==> src/rtl/adc_ad79x8_seq_if.sv <==
// Pin and host-side bundle for the AD7908/AD7918/AD7928 sequencer.
//  slave  : the sequencer side (drives the ADC pins and the result bus)
//  master : the host/board side (drives controls and the ADC DOUT line)
// Signals:
//  spi_ss, spi_sck, spi_mosi  sequencer -> ADC (CS active-low, SCLK idles high)
//  spi_miso                   ADC DOUT -> sequencer
//  i_ch_mask, i_cont, i_sn_adc  host controls
//  o_busy, o_en_adc, o_adc_value, o_ch_valid, o_err  results and status
interface adc_ad79x8_seq_if #(
  parameter int RES_BITS = 12
);
  logic                    spi_ss;
  logic                    spi_sck;
  logic                    spi_mosi;
  logic                    spi_miso;
  logic [7:0]              i_ch_mask;
  logic                    i_cont;
  logic                    i_sn_adc;
  logic                    o_busy;
  logic                    o_en_adc;
  logic [8*RES_BITS-1:0]   o_adc_value;
  logic [7:0]              o_ch_valid;
  logic                    o_err;

  modport slave (
    output spi_ss, spi_sck, spi_mosi,
    input  spi_miso,
    input  i_ch_mask, i_cont, i_sn_adc,
    output o_busy, o_en_adc, o_adc_value, o_ch_valid, o_err
  );

  modport master (
    input  spi_ss, spi_sck, spi_mosi,
    output spi_miso,
    output i_ch_mask, i_cont, i_sn_adc,
    input  o_busy, o_en_adc, o_adc_value, o_ch_valid, o_err
  );
endinterface

==> src/rtl/adc_ad79x8_seq.sv <==
// SPI sequencer for AD7908/AD7918/AD7928. Walks the enabled channels of a
// latched mask, writes the control word for each frame and stores the result
// that comes back one frame later, after checking its leading zero and
// channel address.
// Ports:
//  clk  system clock
//  rst  synchronous reset, active-high
//  bus  adc_ad79x8_seq_if.slave: ADC pins, host controls, result bus
// Parameters:
//  RES_BITS  12/10/8 result width, taken from DOUT[11 -: RES_BITS]
//  SCK_DIV   clk cycles per SCK half-period (>=1)
//  CS_IDLE   clk cycles CS is held high between frames (>=2)
//  RANGE, CODING  control-word bits
module adc_ad79x8_seq #(
  parameter int   RES_BITS = 12,
  parameter int   SCK_DIV  = 1,
  parameter int   CS_IDLE  = 2,
  parameter logic RANGE    = 1'b1,
  parameter logic CODING   = 1'b1
) (
  input logic             clk,
  input logic             rst,
  adc_ad79x8_seq_if.slave bus
);

  localparam int DIV_W = (SCK_DIV > 1) ? $clog2(SCK_DIV) : 1;
  localparam int GAP_W = (CS_IDLE > 2) ? $clog2(CS_IDLE) : 1;

  typedef enum logic [1:0] {S_IDLE, S_FRAME, S_GAP, S_DONE} state_e;

  state_e                state_q, state_d;
  logic [DIV_W-1:0]      div_q, div_d;     // clk count inside one SCK half-period
  logic [5:0]            hp_q, hp_d;       // 0: CS fall edge, 1..32: SCK edges, 33: CS rise
  logic [GAP_W-1:0]      gap_q, gap_d;
  logic [GAP_W-1:0]      hold_q, hold_d;   // post-sequence holdoff before a new trigger
  logic [7:0]            mask_q, mask_d;
  logic [7:0]            rem_q, rem_d;     // channels not yet addressed this sequence
  logic [2:0]            addr_q, addr_d;   // channel written in the current frame
  logic [2:0]            prev_q, prev_d;   // channel whose data arrives in this frame
  logic                  first_q, first_d;
  logic                  last_q, last_d;
  logic [14:0]           tx_q, tx_d;
  logic [15:0]           rx_q, rx_d;
  logic                  ss_q, ss_d;
  logic                  sck_q, sck_d;
  logic                  mosi_q, mosi_d;
  logic                  busy_q, busy_d;
  logic                  en_q, en_d;
  logic                  err_q, err_d;
  logic [8*RES_BITS-1:0] val_q, val_d;
  logic [7:0]            vld_q, vld_d;

  logic [2:0]  cur_ch;
  logic [15:0] word;
  logic        tick;

  function automatic logic [2:0] lsb8(input logic [7:0] m);
    logic [2:0] r;
    r = 3'd0;
    for (int i = 7; i >= 0; i--) begin
      if (m[i]) r = 3'(i);
    end
    return r;
  endfunction

  always_comb begin
    state_d = state_q;
    div_d   = div_q;
    hp_d    = hp_q;
    gap_d   = gap_q;
    hold_d  = hold_q;
    mask_d  = mask_q;
    rem_d   = rem_q;
    addr_d  = addr_q;
    prev_d  = prev_q;
    first_d = first_q;
    last_d  = last_q;
    tx_d    = tx_q;
    rx_d    = rx_q;
    ss_d    = ss_q;
    sck_d   = sck_q;
    mosi_d  = mosi_q;
    busy_d  = busy_q;
    en_d    = 1'b0;
    err_d   = 1'b0;
    val_d   = val_q;
    vld_d   = vld_q;

    // Once every enabled channel has been addressed, the closing frame
    // re-addresses the lowest one so the last data word can be collected.
    cur_ch = (rem_q != 8'd0) ? lsb8(rem_q) : lsb8(mask_q);
    word   = {1'b1, 2'b00, cur_ch, 2'b11, 2'b00, RANGE, CODING, 4'hF};
    tick   = (div_q == DIV_W'(SCK_DIV - 1));

    case (state_q)
      S_IDLE: begin
        if (hold_q != '0) begin
          hold_d = hold_q - 1'b1;
        end else if ((bus.i_cont || bus.i_sn_adc) && (bus.i_ch_mask != 8'd0)) begin
          mask_d  = bus.i_ch_mask;
          rem_d   = bus.i_ch_mask;
          busy_d  = 1'b1;
          vld_d   = 8'd0;
          first_d = 1'b1;
          hp_d    = 6'd0;
          div_d   = '0;
          state_d = S_FRAME;
        end
      end

      S_FRAME: begin
        if (hp_q == 6'd0) begin
          ss_d   = 1'b0;
          mosi_d = word[15];
          tx_d   = word[14:0];
          addr_d = cur_ch;
          last_d = (rem_q == 8'd0);
          rem_d  = rem_q & ~(8'd1 << cur_ch);
          hp_d   = 6'd1;
          div_d  = '0;
        end else if (!tick) begin
          div_d = div_q + 1'b1;
        end else begin
          div_d = '0;
          hp_d  = hp_q + 6'd1;
          if (hp_q == 6'd33) begin
            ss_d  = 1'b1;
            hp_d  = 6'd0;
            gap_d = '0;
            // Frame 0 returns stale data from before this sequence.
            if (!first_q) begin
              if (!rx_q[15] && (rx_q[14:12] == prev_q)) begin
                val_d[int'(prev_q)*RES_BITS +: RES_BITS] = rx_q[11 -: RES_BITS];
                vld_d[prev_q] = 1'b1;
              end else begin
                err_d = 1'b1;
              end
            end
            prev_d  = addr_q;
            first_d = 1'b0;
            state_d = last_q ? S_DONE : S_GAP;
          end else if (hp_q[0]) begin
            // SCK fall: ADC takes the current DIN bit, present the next one.
            sck_d  = 1'b0;
            mosi_d = tx_q[14];
            tx_d   = {tx_q[13:0], 1'b1};
          end else begin
            sck_d = 1'b1;
            rx_d  = {rx_q[14:0], bus.spi_miso};
          end
        end
      end

      S_GAP: begin
        // Leave one cycle for the FRAME entry edge so CS stays high CS_IDLE cycles.
        if (gap_q == GAP_W'(CS_IDLE - 2)) begin
          state_d = S_FRAME;
          hp_d    = 6'd0;
          div_d   = '0;
        end else begin
          gap_d = gap_q + 1'b1;
        end
      end

      S_DONE: begin
        en_d    = 1'b1;
        busy_d  = 1'b0;
        hold_d  = GAP_W'(CS_IDLE - 2);
        state_d = S_IDLE;
      end

      default: state_d = S_IDLE;
    endcase
  end

  always_ff @(posedge clk) begin
    if (rst) begin
      state_q <= S_IDLE;
      div_q   <= '0;
      hp_q    <= 6'd0;
      gap_q   <= '0;
      hold_q  <= '0;
      mask_q  <= 8'd0;
      rem_q   <= 8'd0;
      addr_q  <= 3'd0;
      prev_q  <= 3'd0;
      first_q <= 1'b1;
      last_q  <= 1'b0;
      tx_q    <= '1;
      rx_q    <= 16'd0;
      ss_q    <= 1'b1;
      sck_q   <= 1'b1;
      mosi_q  <= 1'b1;
      busy_q  <= 1'b0;
      en_q    <= 1'b0;
      err_q   <= 1'b0;
      val_q   <= '0;
      vld_q   <= 8'd0;
    end else begin
      state_q <= state_d;
      div_q   <= div_d;
      hp_q    <= hp_d;
      gap_q   <= gap_d;
      hold_q  <= hold_d;
      mask_q  <= mask_d;
      rem_q   <= rem_d;
      addr_q  <= addr_d;
      prev_q  <= prev_d;
      first_q <= first_d;
      last_q  <= last_d;
      tx_q    <= tx_d;
      rx_q    <= rx_d;
      ss_q    <= ss_d;
      sck_q   <= sck_d;
      mosi_q  <= mosi_d;
      busy_q  <= busy_d;
      en_q    <= en_d;
      err_q   <= err_d;
      val_q   <= val_d;
      vld_q   <= vld_d;
    end
  end

  assign bus.spi_ss      = ss_q;
  assign bus.spi_sck     = sck_q;
  assign bus.spi_mosi    = mosi_q;
  assign bus.o_busy      = busy_q;
  assign bus.o_en_adc    = en_q;
  assign bus.o_err       = err_q;
  assign bus.o_adc_value = val_q;
  assign bus.o_ch_valid  = vld_q;

endmodule

==> src/flat_wrapper.sv <==
// flat-port wrapper written by rule: the top's interface ports become plain ports
module adc_ad79x8_seq_flat 
#(
  parameter int   RES_BITS = 12,
  parameter int   SCK_DIV  = 1,
  parameter int   CS_IDLE  = 2,
  parameter logic RANGE    = 1'b1,
  parameter logic CODING   = 1'b1
)
  (clk, rst, bus_spi_ss, bus_spi_sck, bus_spi_mosi, bus_spi_miso, bus_i_ch_mask, bus_i_cont, bus_i_sn_adc, bus_o_busy, bus_o_en_adc, bus_o_adc_value, bus_o_ch_valid, bus_o_err);
  adc_ad79x8_seq_if #(.RES_BITS(RES_BITS)) bus_i ();
  input logic clk;
  input logic rst;
  output wire logic [$bits(bus_i.spi_ss)-1:0] bus_spi_ss;
  output wire logic [$bits(bus_i.spi_sck)-1:0] bus_spi_sck;
  output wire logic [$bits(bus_i.spi_mosi)-1:0] bus_spi_mosi;
  input wire logic [$bits(bus_i.spi_miso)-1:0] bus_spi_miso;
  input wire logic [$bits(bus_i.i_ch_mask)-1:0] bus_i_ch_mask;
  input wire logic [$bits(bus_i.i_cont)-1:0] bus_i_cont;
  input wire logic [$bits(bus_i.i_sn_adc)-1:0] bus_i_sn_adc;
  output wire logic [$bits(bus_i.o_busy)-1:0] bus_o_busy;
  output wire logic [$bits(bus_i.o_en_adc)-1:0] bus_o_en_adc;
  output wire logic [$bits(bus_i.o_adc_value)-1:0] bus_o_adc_value;
  output wire logic [$bits(bus_i.o_ch_valid)-1:0] bus_o_ch_valid;
  output wire logic [$bits(bus_i.o_err)-1:0] bus_o_err;
  assign bus_spi_ss = bus_i.spi_ss;
  assign bus_spi_sck = bus_i.spi_sck;
  assign bus_spi_mosi = bus_i.spi_mosi;
  assign bus_i.spi_miso = bus_spi_miso;
  assign bus_i.i_ch_mask = bus_i_ch_mask;
  assign bus_i.i_cont = bus_i_cont;
  assign bus_i.i_sn_adc = bus_i_sn_adc;
  assign bus_o_busy = bus_i.o_busy;
  assign bus_o_en_adc = bus_i.o_en_adc;
  assign bus_o_adc_value = bus_i.o_adc_value;
  assign bus_o_ch_valid = bus_i.o_ch_valid;
  assign bus_o_err = bus_i.o_err;
  adc_ad79x8_seq #(.RES_BITS(RES_BITS), .SCK_DIV(SCK_DIV), .CS_IDLE(CS_IDLE), .RANGE(RANGE), .CODING(CODING)) u_core (.clk(clk), .rst(rst), .bus(bus_i));
endmodule
==> config.mk <==
export PLATFORM = sky130hd
export DESIGN_NAME = adc_ad79x8_seq_flat
export DESIGN_NICKNAME = d
export VERILOG_FILES = /design/src/rtl/adc_ad79x8_seq_if.sv /design/src/rtl/adc_ad79x8_seq.sv /design/src/flat_wrapper.sv
export SDC_FILE = /design/constraint.sdc
export NUM_CORES = 1
export LEC_CHECK = 0
export BUFFER_PORTS_ARGS = -buffer_cell sky130_fd_sc_hd__clkbuf_2
export CORE_UTILIZATION = 40
export DETAILED_ROUTE_END_ITERATION = 10
export SYNTH_ARGS = -nofsm -noshare
export SYNTH_HDL_FRONTEND = slang
export SYNTH_SLANG_ARGS = --single-unit
==> constraint.sdc <==
create_clock -name clk -period 4.95 [get_ports clk]
set_clock_uncertainty 0.1 [all_clocks]
set_input_delay 0.7425 -clock clk [delete_from_list [all_inputs] [get_ports clk]]
set_output_delay 0.7425 -clock clk [all_outputs]
set_load 0.05 [all_outputs]
==> impl_metrics.toml <==
[run_status]
status = "finished clean"

[global_routing]
grt_pass1_vias = 7218
grt_overflow_total = 0
grtUsageTotal = 0.229
grtUsageMet2 = 0.333
grt_pass1_wl_um = 40100
grt_max_degree = 61
busiest_layer = "met1"
antenna_found_initial = 0
met3_usage = 0.0453
met1_usage = 0.334

[sta]
post-route-min-period_ps = 4040
rsz0062_at_grt = "false"
setup_viol = 0
hold_violations = 0
timing.fmax_mhz = 248
period_share = 0.816
worst_pin_slew_ps = 1220
setup_tns_ps = 0
maxSlewViolCount = 0
slew_headroom = 0.177

[critical_path]
arrival_ps = 4250
timing.rr.end = "u_core.bus.o_adc_value[76]$_SDFFE_PP0P_"
r2r_cells = 11
crit_required_ps = 5160
endpoint_kind = "register"
reg2reg_slack_ps = 910
r2r_start = "u_core.prev_q[1]$_SDFFE_PP0P_"
worstSetupStartpointType = "register"
cp_max_fo = 25
critical_path_class = "register to register"

[logic_synthesis]
yosysTopAreaCellShare = 0.386
syn_nets = 1049
synth_enable_flop_cells = 0
async_flop_share = 0
syn-cell-area_sq_um = 8670
ys_types = 77
ys_warn_count = 0
ys.flop_type = "dfxtp_1"
syn_area_per_cell_sq_um = 8.47
synth-seq-area-share = 0.386
yosys-top-cells-area = "dfxtp_1, mux2i_1, a21oi_1, nand2_1, clkbuf_1"
postSynthCellCount = 1023
synth_top_area_cell = "dfxtp_1"
ys_ff_latch = 167

[drt]
drt_pass1_iterations = 7
drt-initial-drc-count = 614
via_per_inst = 5.83
drtAntennaViolNets = 0
wl_per_cell_um = 18.2
via_count = 8044
wl_um = 25200
post-route-drc-count = 0

[clock_network]
cts_made_buffers = 17
cts_resized = 0
clk_pin_slew_ps = 70
cts_hold_buf = 0
clk_path_buf_depth = 2
ctsHtreeMaxLevel = 4
cts-root-buf = "clkbuf_16"
postCtsSetupBuffers = 0
cts_tree = "yes"
worstSkewPairLatency_ps = 430
cts_sinks = 167

[power_and_ir_drop]
swShare = 0.258
power.total_mw = 2.88
p_leak_nw = 4.01
power_frac_clock = 0.461
pwr-share-seq = 0.481
p_comb_frac = 0.058
p_switching_mw = 0.744
peakVddDrop_mv = 0.224
p_int_mw = 2.14
power_density_nw_per_um2 = 288

[final_layout]
antenna_cells = 0
area_delta_synth_final_pct = 15.3
fin_nets = 1117
drive_gt1_frac = 0.192
most-common-layout-cells = "dfxtp_1, clkbuf_2, nand2_1, a21oi_1, nor2_1"
final_common_cell = "dfxtp_1"

[floorplanning]
design.core.area_sq_um = 21200
die-width_um = 149
num_io_pins = 123
rows = 53
die_h_um = 149
design.die.area_sq_um = 22300
start_util = 0.410

[worst_hold_path]
min_from = "u_core.bus.o_adc_value[71]$_SDFFE_PP0P_"
min_path_type = "register to register"
whs_path_depth = 2
hold_end = "u_core.bus.o_adc_value[71]$_SDFFE_PP0P_"

[place]
hpwl_um = 17600
gp_congestion = 0.937
port_buffers = 122

[run]
drv_cap = 0
## through the flow
stage	hold slack (ps)	setup WS (ps)	area, sq um	utilization	cells
after floorplan	332	1180	8670	-	1023
after global placement	348	1100	9400	0.444	1347
after detailed placement	348	984	9400	0.444	1347
after CTS	363	967	9990	0.472	1379
after global routing	383	670	9990	0.472	1379
final	358	911	9990	0.472	1379
## Yosys cell counts (4+ instances only)
library cell / n
a211oi_1: 21
a21boi_0: 6
a21oi_1: 75
a311o_1: 5
a311oi_1: 9
a31o_2: 5
a31oi_1: 15
a32o_1: 4
a32oi_1: 6
a41o_1: 5
and2_1: 9
and3_1: 12
buf_1: 5
buf_2: 14
clkbuf_1: 68
dfxtp_1: 167
ha_1: 12
inv_1: 28
mux2_2: 15
mux2i_1: 63
nand2_1: 99
nand2b_1: 5
nand3_1: 42
nand3b_1: 10
nand4_1: 23
nor2_1: 68
nor2b_1: 17
nor3_1: 16
nor4_1: 8
o211ai_1: 16
o21ai_0: 39
o311a_1: 5
o311ai_0: 9
o31ai_1: 6
o32ai_1: 5
o41ai_1: 12
or3_1: 9
or4_1: 16
xor2_1: 9
## kinds of logic (layout without fill, tap and decap cells)
group,count (synthesis),count (layout),share of synthesized area
AO/OA/AOI/OAI,275,275,0.218
XOR/XNOR,14,14,0.0159
adder cells (fa/ha/maj),13,13,0.0196
buffers and inverters,121,202,0.0575
flip-flops,167,167,0.386
multiplexers,78,78,0.0923
AND/OR/NAND/NOR,355,355,0.211
## critical path: stages (launching register included)
cell and delay, ps:
dfxtp_1 490, ha_1 340, fa_1 450, buf_4 210, nand2b_1 200, nor2_1 110, ha_1 240, buf_4 220
inv_1 430, nand2_1 330, or4_1 620, mux2i_1 170
## power by group through the flow
stage,sequential (mW),clock [mW],combinational [mW]
6_report,1.39,1.33,0.166
5_1_grt,1.39,1.42,0.185
4_1_cts,1.39,1.35,0.166
3_5_place_dp,1.42,0,0.165
3_3_place_gp,1.42,0,0.165
2_1_floorplan,1.42,0,0.118
## registers in the layout (all words and copies together) (netlist names), 2 cells and up
name                    count
u_core.addr_q               3
u_core.bus.o_adc_value     96
u_core.bus.o_ch_valid       8
u_core.hp_q                 6
u_core.mask_q               8
u_core.prev_q               3
u_core.rem_q                8
u_core.rx_q                16
u_core.state_q              2
u_core.tx_q                 9
## worst max-delay path by stage
stage,cells after the start,to,slack [ps],from
3_3_place_gp,11,u_core.bus.o_adc_value[78]$_SDFFE_PP0P_,1100,u_core.prev_q[1]$_SDFFE_PP0P_
3_5_place_dp,11,u_core.bus.o_adc_value[76]$_SDFFE_PP0P_,980,u_core.prev_q[1]$_SDFFE_PP0P_
5_1_grt,11,u_core.bus.o_adc_value[94]$_SDFFE_PP0P_,670,u_core.prev_q[1]$_SDFFE_PP0P_
2_1_floorplan,12,u_core.bus.o_adc_value[10]$_SDFFE_PP0P_,1180,u_core.prev_q[1]$_SDFFE_PP0P_
6_report,11,u_core.bus.o_adc_value[76]$_SDFFE_PP0P_,910,u_core.prev_q[1]$_SDFFE_PP0P_
4_1_cts,11,u_core.bus.o_adc_value[94]$_SDFFE_PP0P_,970,u_core.prev_q[1]$_SDFFE_PP0P_
## area by class of cell
cell class	instances	area (sq um)
Multi-Input combinational cell	735	4850
Inverter	30	113
Tap cell	275	344
Fill cell	2117	11200
Timing Repair Buffer	140	748
Clock buffer	18	429
Clock inverter	14	161
Sequential cell	167	3340
## layer usage
metal / share of wire / wire, um / vias to the layer above
li1: - / - / 3939
met1: 0.49 / 12200 / 3758
met2: 0.43 / 10800 / 308
met3: 0.071 / 1780 / 39
met4: 0.015 / 389 / 0
met5: 0 / 0 / -
(Power assumes the default switching activity.)
